[config.mk]
export PLATFORM = sky130hd
export DESIGN_NAME = pwm_fade_ctrl
export DESIGN_NICKNAME = d
export VERILOG_FILES = /design/src/rtl/pwm_pkg.sv /design/src/rtl/fade_tick.sv /design/src/rtl/pwm_fade_ctrl.sv
export SDC_FILE = /design/constraint.sdc
export NUM_CORES = 1
export LEC_CHECK = 0
export CAP_MARGIN = 40
export CORE_MARGIN = 4
export CORE_UTILIZATION = 45
export CTS_CLUSTER_SIZE = 30
export DETAILED_ROUTE_END_ITERATION = 8
export GPL_ROUTABILITY_DRIVEN = 1
export PLACE_DENSITY = 0.76
export SLEW_MARGIN = 5
export SYNTH_ARGS = -nofsm -noshare
export SYNTH_HDL_FRONTEND = slang
export SYNTH_HIERARCHICAL = 1
export SYNTH_SLANG_ARGS = --single-unit
[constraint.sdc]
create_clock -name clk -period 7.1 [get_ports clk]
set_clock_uncertainty 0.05 [all_clocks]
set_input_delay 1.42 -clock clk [delete_from_list [all_inputs] [get_ports clk]]
set_output_delay 1.42 -clock clk [all_outputs]
set_load 0.02 [all_outputs]
[src/rtl/pwm_pkg.sv]
// rtl/pwm_pkg.sv - shared PWM widths and fade FSM encoding
package pwm_pkg;

    localparam int PWM_DUTY_W = 16;

    typedef enum logic {
        ST_IDLE = 1'b0,
        ST_RAMP = 1'b1
    } fade_state_t;

endpackage

[src/rtl/fade_tick.sv]
// rtl/fade_tick.sv - reloadable step-interval down-counter for the fade controller
module fade_tick
    import pwm_pkg::*;
(
    input  logic                  clk,
    input  logic                  reset,
    input  logic                  en,
    input  logic                  load,
    input  logic [PWM_DUTY_W-1:0] load_val,
    output logic                  tick
);

    logic [PWM_DUTY_W-1:0] r_count;

    always_ff @(posedge clk or posedge reset) begin
        if (reset) begin
            r_count <= '0;
        end else if (load) begin
            r_count <= load_val;
        end else if (en && (r_count != '0)) begin
            r_count <= r_count - 1'b1;
        end
    end

    assign tick = en && (r_count == '0);

endmodule

[src/rtl/pwm_fade_ctrl.sv]
// rtl/pwm_fade_ctrl.sv - linear duty-cycle fade sequencer feeding pwm16
module pwm_fade_ctrl
    import pwm_pkg::*;
#(
    parameter logic [PWM_DUTY_W-1:0] DUTY_RESET = 16'h0000
) (
    input  logic                  clk,
    input  logic                  reset,
    input  logic                  cmd_valid,
    input  logic [PWM_DUTY_W-1:0] cmd_target,
    input  logic [PWM_DUTY_W-1:0] cmd_step,
    input  logic [PWM_DUTY_W-1:0] cmd_interval,
    output logic [PWM_DUTY_W-1:0] duty_cycle,
    output logic                  busy,
    output logic                  done
);

    fade_state_t           r_state;
    logic [PWM_DUTY_W-1:0] r_duty;
    logic [PWM_DUTY_W-1:0] r_target;
    logic [PWM_DUTY_W-1:0] r_step;
    logic [PWM_DUTY_W-1:0] r_interval;
    logic                  r_busy;
    logic                  r_done;

    fade_state_t           w_state_nxt;
    logic [PWM_DUTY_W-1:0] w_duty_nxt;
    logic [PWM_DUTY_W-1:0] w_target_nxt;
    logic [PWM_DUTY_W-1:0] w_step_nxt;
    logic [PWM_DUTY_W-1:0] w_interval_nxt;
    logic                  w_busy_nxt;
    logic                  w_done_nxt;

    logic                  w_tick;
    logic                  w_tick_load;
    logic [PWM_DUTY_W-1:0] w_tick_load_val;
    logic [PWM_DUTY_W:0]   w_sum;
    logic [PWM_DUTY_W:0]   w_diff;
    logic [PWM_DUTY_W-1:0] w_step_duty;

    // A new command always restarts the prescaler; otherwise each tick reloads the interval.
    assign w_tick_load     = cmd_valid || w_tick;
    assign w_tick_load_val = cmd_valid ? cmd_interval : r_interval;

    fade_tick u_fade_tick (
        .clk      (clk),
        .reset    (reset),
        .en       (r_state == ST_RAMP),
        .load     (w_tick_load),
        .load_val (w_tick_load_val),
        .tick     (w_tick)
    );

    // Carry/borrow bit keeps the saturating clamp honest at both ends of the range.
    assign w_sum  = {1'b0, r_duty} + {1'b0, r_step};
    assign w_diff = {1'b0, r_duty} - {1'b0, r_step};

    always_comb begin
        w_step_duty = r_target;
        if (r_target > r_duty) begin
            if (w_sum <= {1'b0, r_target}) begin
                w_step_duty = w_sum[PWM_DUTY_W-1:0];
            end
        end else begin
            if (!w_diff[PWM_DUTY_W] && (w_diff[PWM_DUTY_W-1:0] >= r_target)) begin
                w_step_duty = w_diff[PWM_DUTY_W-1:0];
            end
        end
    end

    always_comb begin
        w_state_nxt    = r_state;
        w_duty_nxt     = r_duty;
        w_target_nxt   = r_target;
        w_step_nxt     = r_step;
        w_interval_nxt = r_interval;
        w_busy_nxt     = r_busy;
        w_done_nxt     = 1'b0;

        if (cmd_valid) begin
            w_target_nxt   = cmd_target;
            w_step_nxt     = (cmd_step == '0) ? {{(PWM_DUTY_W-1){1'b0}}, 1'b1} : cmd_step;
            w_interval_nxt = cmd_interval;
            if (cmd_target == r_duty) begin
                w_state_nxt = ST_IDLE;
                w_busy_nxt  = 1'b0;
                w_done_nxt  = 1'b1;
            end else begin
                w_state_nxt = ST_RAMP;
                w_busy_nxt  = 1'b1;
            end
        end else if ((r_state == ST_RAMP) && w_tick) begin
            w_duty_nxt = w_step_duty;
            if (w_step_duty == r_target) begin
                w_state_nxt = ST_IDLE;
                w_busy_nxt  = 1'b0;
                w_done_nxt  = 1'b1;
            end
        end
    end

    always_ff @(posedge clk or posedge reset) begin
        if (reset) begin
            r_state    <= ST_IDLE;
            r_duty     <= DUTY_RESET;
            r_target   <= '0;
            r_step     <= '0;
            r_interval <= '0;
            r_busy     <= 1'b0;
            r_done     <= 1'b0;
        end else begin
            r_state    <= w_state_nxt;
            r_duty     <= w_duty_nxt;
            r_target   <= w_target_nxt;
            r_step     <= w_step_nxt;
            r_interval <= w_interval_nxt;
            r_busy     <= w_busy_nxt;
            r_done     <= w_done_nxt;
        end
    end

    assign duty_cycle = r_duty;
    assign busy       = r_busy;
    assign done       = r_done;

endmodule

After elaboration in Yosys (flattened, before gate mapping)
Cells that the tools add are included.
Operators by class
  add/sub/neg operators: 3
  $lt $le $gt $ge: 3
  equal/unequal tests: 2
  mux-type cells: 15
  bitwise operators: 1
  reductions and logical operators: 14
Operators by type and width (count)
  16-bit 2-to-1 mux: 7
  16-bit == test: 2
  16-bit zero test: 2
  16-bit by 16-bit adder with 17-bit output: 1
  17-bit by 16-bit less-or-equal comparator with 1-bit output: 1
  16-bit by 16-bit subtractor with 17-bit output: 1
  16-bit >= comparator: 1
  16-bit greater-than comparator: 1
  16-bit nonzero test: 1
  16-bit by 1-bit subtractor with 16-bit output, second input constant: 1
  1-bit 2-to-1 mux: 8
  2-bit nonzero test: 3
  1-bit logical AND: 4
  2-bit AND reduction: 2
  1-bit zero test: 1
  1-bit logical OR: 1
  1-bit NOT: 1
Word-level totals
  register bits after elaboration: 82
  input bits: 51
  output and inout port bits: 18
  word-level logic and storage cells: 45

Logic depth before layout (Yosys ltp)
  depth in word-level cells: 9
  mapped depth: 21
  depth with buffers taken out: 20

By module
Netlist, hierarchy kept.
Modules (own cells, without submodules)
  pwm_fade_ctrl: instances 1, cells each 738, area each 6349.8 sq um, sequential area each 1651.6 sq um
  fade_tick: instances 1, cells each 122, area each 1063.5 sq um, sequential area each 400.4 sq um

Worst setup path after synthesis
OpenSTA, ideal clock, no wires.
  path kind: register to register
  start: register r_duty[2], in the netlist duty_cycle[2]
  end: register r_busy, in the netlist busy
  setup time: 129 ps
  arrival time: 4589 ps
  data required time: 6921 ps
  slack: 2331 ps
  cell stages (with the launch flop): 20
  buffers on the path: 1
  period minus slack after synthesis: 4769 ps
  path through: dfrtp_1 ha_1 buf_6 nor2b_1 a2111o_1 a311oi_1 nor3_1 o31ai_1 a21oi_1 xnor2_2 ha_1 nand3_1 nor3_1 and3_1 o211ai_2 o211a_1 o41ai_2 o2111a_1 nand2_1 o41a_1
On the way
  cells in the longest elaborated chain, start to end: 8
  elaborated cells between the ends (all ways): 16
  those cells by class: add/sub: 2; order compare: 3; eq/ne: 2; mux: 5; reduce/logical: 4
RTL lines
  start: declaration: line pwm_fade_ctrl.sv:19  | logic [PWM_DUTY_W-1:0] r_duty;
  start signal: assignment: line pwm_fade_ctrl.sv:113  | r_duty <= w_duty_nxt;
  16-bit by 16-bit subtractor with 17-bit output: line pwm_fade_ctrl.sv:56  | assign w_diff = {1'b0, r_duty} - {1'b0, r_step};
  16-bit >= comparator / 1-bit zero test (equally long branches): line pwm_fade_ctrl.sv:65  | if (!w_diff[PWM_DUTY_W] && (w_diff[PWM_DUTY_W-1:0] >= r_target)) begin
  1-bit logical AND: line pwm_fade_ctrl.sv:65
  16-bit 2-to-1 mux: line pwm_fade_ctrl.sv:65
  16-bit 2-to-1 mux: line pwm_fade_ctrl.sv:60  | if (r_target > r_duty) begin
  16-bit == test: line pwm_fade_ctrl.sv:94  | if (w_step_duty == r_target) begin
  2-bit nonzero test (no line)
  2-bit AND reduction (no line)
  end signal: assignment: line pwm_fade_ctrl.sv:117  | r_busy <= w_busy_nxt;
  end: declaration: line pwm_fade_ctrl.sv:23  | logic r_busy;
Several ways; a longest one is shown, not always the timed one.
A chain may end at the register's enable or synchronous reset.

Worst setup path in the final report
  start: register r_duty[6], in the netlist duty_cycle[6]
  end: register r_busy, in the netlist busy
Same word-level chain as after synthesis.

==> impl_metrics.py <==
metrics = {
    "critical_path": {
        "ff2ff_path_depth": 18,
        "rr_endpoint": "busy",
        "arrival_ns": 5.95,
        "path_max_fanout": 16,
        "worstSetupStartpoint": "duty_cycle[6]",
        "cp-endpoint": "busy",
        "cp_slowest_stage_delay_ns": 0.64,
        "start_kind": "flop",
        "cp.required_ns": 7.30,
        "cp_slowest_cell": "ha_1",
        "cp_cell_sequence": "ha_1 > nor2b_1 > nor2_1 > a311oi_1 > nor3_1 > o31ai_1 > a21oi_1 > xnor2_2 > ha_1 > nand3_1 > nor3_1 > a2111oi_4 > o211a_1 > nand2_1 > a2111oi_0 > nor4_1 > nand2_1 > o41a_1",
        "critPathCaptureType": "flop",
        "rrSetupSlack_ns": 1.35,
        "critical_path_class": "reg2reg",
        "r2r-start": "duty_cycle[6]",
    },
    "power_and_ir_drop": {
        "p_comb_frac": 0.318,
        "finalPower_mw": 1.48,
        "leakage_nw": 3.65,
        "p_per_area_mw_per_mm2": 174,
        "p_switching_mw": 0.535,
        "switching_share": 0.361,
        "vdd_drop_max_uv": 150,
        "internal-power_mw": 0.949,
        "clkPwrFrac": 0.309,
        "p_seq_frac": 0.373,
    },
    "sta": {
        "maxSlewHeadroom": 0.378,
        "setup_viol": 0,
        "hold_viol": 0,
        "finalMaxSlewViolations": 0,
        "tightest_slew_ns": 0.924,
        "fmax_mhz": 174,
        "final.period_utilization": 0.811,
        "tns_ns": 0,
        "rsz0062_at_grt": "false",
        "period_needed_ns": 5.75,
    },
    "clocking": {
        "cts_tree": "built",
        "cts_buffer_depth": 2,
        "htreeDepth": 3,
        "root_buffer": "clkbuf_16",
        "postCtsSetupBuffers": 0,
        "post_cts_resized": 0,
        "clk_pin_slew_ns": 0.07,
        "cts_sinks": 82,
        "holdBufCountCts": 0,
        "clk-insertion-delay-late_ns": 0.36,
        "cts_buffers": 9,
    },
    "floorplan": {
        "start_util": 0.463,
        "rows": 46,
        "die_w_um": 136,
        "die_h_um": 136,
        "ios": 69,
        "design.die.area_mm2": 0.0186,
        "core_mm2": 0.0160,
    },
    "worst_hold_path": {
        "min_path_type": "reg2reg",
    },
    "final_layout": {
        "nNetsFinal": 1045,
        "design_area_mm2": 0.00854,
        "num_antenna_cells": 0,
        "drive_above_1_share": 0.0731,
        "nFillCells": 1505,
        "stdcell_count": 1132,
        "area_growth_pct": 15.3,
    },
    "routing": {
        "dr.pass1.iters": 6,
        "routedWlPerCell_um": 19.7,
        "avgViaCountPerCell": 6.01,
        "drc": 0,
        "vias": 6800,
        "drtIter0Drc": 540,
        "antenna_left": 0,
        "wl_um": 22400,
    },
    "run": {
        "cap_violations": 0,
    },
    "synth": {
        "synthAdderAreaFrac": 0.142,
        "synth_edf_count": 0,
        "synth_nets": 994,
        "synth_cell_types": 85,
        "synth_area_mm2": 0.00741,
        "synthXorXnorAreaFrac": 0.0905,
        "synth_seq_cells": 82,
        "yosysWarningCount": 6,
        "syn_inst": 860,
        "synthMuxAreaShare": 0.0329,
        "async_flop_share": 1.00,
        "syn_area_per_cell_um2": 8.62,
        "synth_top_family_by_area": "compound AO/OA/AOI/OAI gates",
        "synth-seq-area-share": 0.277,
        "synth_compound_area_frac": 0.208,
        "synth-simple-area-share": 0.192,
        "synth_ff_type": "dfrtp_1",
    },
    "grt": {
        "grt_pass1_vias": 6552,
        "antenna_found_initial": 0,
        "grt_pass1_wl_um": 35000,
        "track_usage": 0.245,
        "grt_max_degree": 52,
        "grt_overflow_total": 0,
    },
    "placement": {
        "portBuffers": 68,
        "post_dp_cell_area_mm2": 0.00827,
        "dpl.cell_count": 1116,
        "routabilityCongestion": 0.952,
        "dp_hpwl_um": 17600,
    },
    "outcome": {
        "status": "finished, final reports clean",
    },
}
==> final cells by class <==
| type | instances | area, µm² | share of cell area |
|---|---|---|---|
| multi-input combinational | 676 | 4930 | 0.577 |
| sequential | 82 | 2050 | 0.240 |
| timing repair buffer | 75 | 762 | 0.0892 |
| tap | 216 | 270 | 0.0316 |
| inverter | 67 | 251 | 0.0294 |
| clock buffer | 10 | 229 | 0.0268 |
| clock inverter | 6 | 48.8 | 0.00571 |
==> cell usage in the layout (no fill, tap or decap), types with 7 or more instances in the layout <==
cell type        instances
a21o_1                  10
a21oi_1                 33
a31oi_1                 10
clkbuf_16                9
clkdlybuf4s50_1         67
dfrtp_1                 82
ha_1                    81
inv_1                   66
mux2_2                  19
nand2_1                 92
nand2b_1                 8
nand3_1                 15
nand4_1                 18
nor2_1                  56
nor2b_1                  9
nor3_1                  22
nor4_1                  13
o211ai_1                 8
o21ai_0                 56
o22ai_1                 13
o31ai_1                 18
or3_1                    7
or4_1                    7
xnor2_1                 51
xor2_1                  16
==> logic make-up (layout without fill, tap and decap cells) <==
logic type	Yosys count	after routing
xor gates and xnor gates	71	71
adders and majority gates	83	83
muxes	22	22
DFF	82	82
and+or+nand+nor	283	283
AOI/OAI and AO/OA	217	217
buffers and inverters	102	158
==> critical path: cells and delay by family, from the launching register on <==
| family | cells | cell delay [ns] |
|---|---|---|
| adders and majority gates | 2 | 0.97 |
| DFF | 1 | 0.48 |
| and+or+nand+nor | 8 | 2.42 |
| AOI/OAI and AO/OA | 7 | 1.59 |
| xor gates and xnor gates | 1 | 0.13 |
==> Yosys cell counts, types with 4 or more instances <==
| master | count | area share |
|---|---|---|
| buf_1 | 4 | 0.0020 |
| o21ai_0 | 56 | 0.038 |
| o41ai_1 | 4 | 0.0047 |
| o211ai_1 | 8 | 0.0081 |
| a31oi_1 | 10 | 0.0084 |
| and3_1 | 6 | 0.0051 |
| nand2b_1 | 8 | 0.0068 |
| clkbuf_1 | 16 | 0.0081 |
| nor2b_1 | 9 | 0.0076 |
| o22ai_1 | 13 | 0.011 |
| nor3_1 | 22 | 0.015 |
| o31a_1 | 4 | 0.0047 |
| mux2_2 | 19 | 0.029 |
| dfrtp_1 | 82 | 0.28 |
| or4_1 | 7 | 0.0071 |
| o31ai_1 | 18 | 0.018 |
| nand4_1 | 18 | 0.015 |
| xnor2_1 | 51 | 0.060 |
| buf_2 | 8 | 0.0054 |
| nor4_1 | 13 | 0.011 |
| or3_1 | 7 | 0.0059 |
| ha_1 | 81 | 0.14 |
| o21bai_1 | 4 | 0.0041 |
| o21a_1 | 5 | 0.0051 |
| a21o_1 | 10 | 0.010 |
| nand3_1 | 15 | 0.010 |
| inv_1 | 67 | 0.034 |
| nor2_1 | 56 | 0.028 |
| o2111a_1 | 4 | 0.0061 |
| and2_1 | 4 | 0.0034 |
| nand2_1 | 92 | 0.047 |
| xor2_1 | 16 | 0.019 |
| o2111ai_1 | 4 | 0.0047 |
| a21oi_1 | 33 | 0.022 |
==> through the flow <==
| stage | worst slack, ns | util | hold slack, ns |
|---|---|---|---|
| 6_report | 1.35 | 0.534 | 0.451 |
| 5_1_grt | 0.981 | 0.534 | 0.466 |
| 4_1_cts | 1.46 | 0.534 | 0.454 |
| 3_5_place_dp | 1.47 | 0.517 | 0.437 |
| 3_3_place_gp | 1.60 | 0.513 | 0.433 |
| 2_1_floorplan | 2.33 | - | 0.417 |
==> state kept, by name (all words and copies together) (netlist names) <==
register             count
u_fade_tick/r_count     16
done                     1
r_step                  16
duty_cycle              16
busy                     1
r_interval              16
r_target                16
==> metal layers <==
layer	part of all wire	global-route usage
met5	0	0
met4	0.034	0.0829
met3	0.072	0.0585
met2	0.46	0.401
met1	0.43	0.317
==> how the worst min path moves through the flow <==
stage	depth (start not counted)	slack, ns	endpoint	start
global placement	1	0.43	r_interval[14]	r_interval[14]
floorplan	1	0.42	r_interval[7]	r_interval[7]
global route	1	0.47	r_interval[14]	r_interval[14]
finish	1	0.45	r_interval[11]	r_interval[11]
CTS	1	0.45	r_interval[14]	r_interval[14]
detailed placement	1	0.44	r_interval[14]	r_interval[14]
==> power by group through the flow <==
stage,clock (mW),sequential [mW],combinational (mW)
floorplan,0,0.544,0.338
global placement,0,0.559,0.450
detailed placement,0,0.561,0.464
CTS,0.473,0.552,0.466
global route,0.492,0.560,0.519
finish,0.459,0.554,0.471
Power figures use the tool's default switching activity.
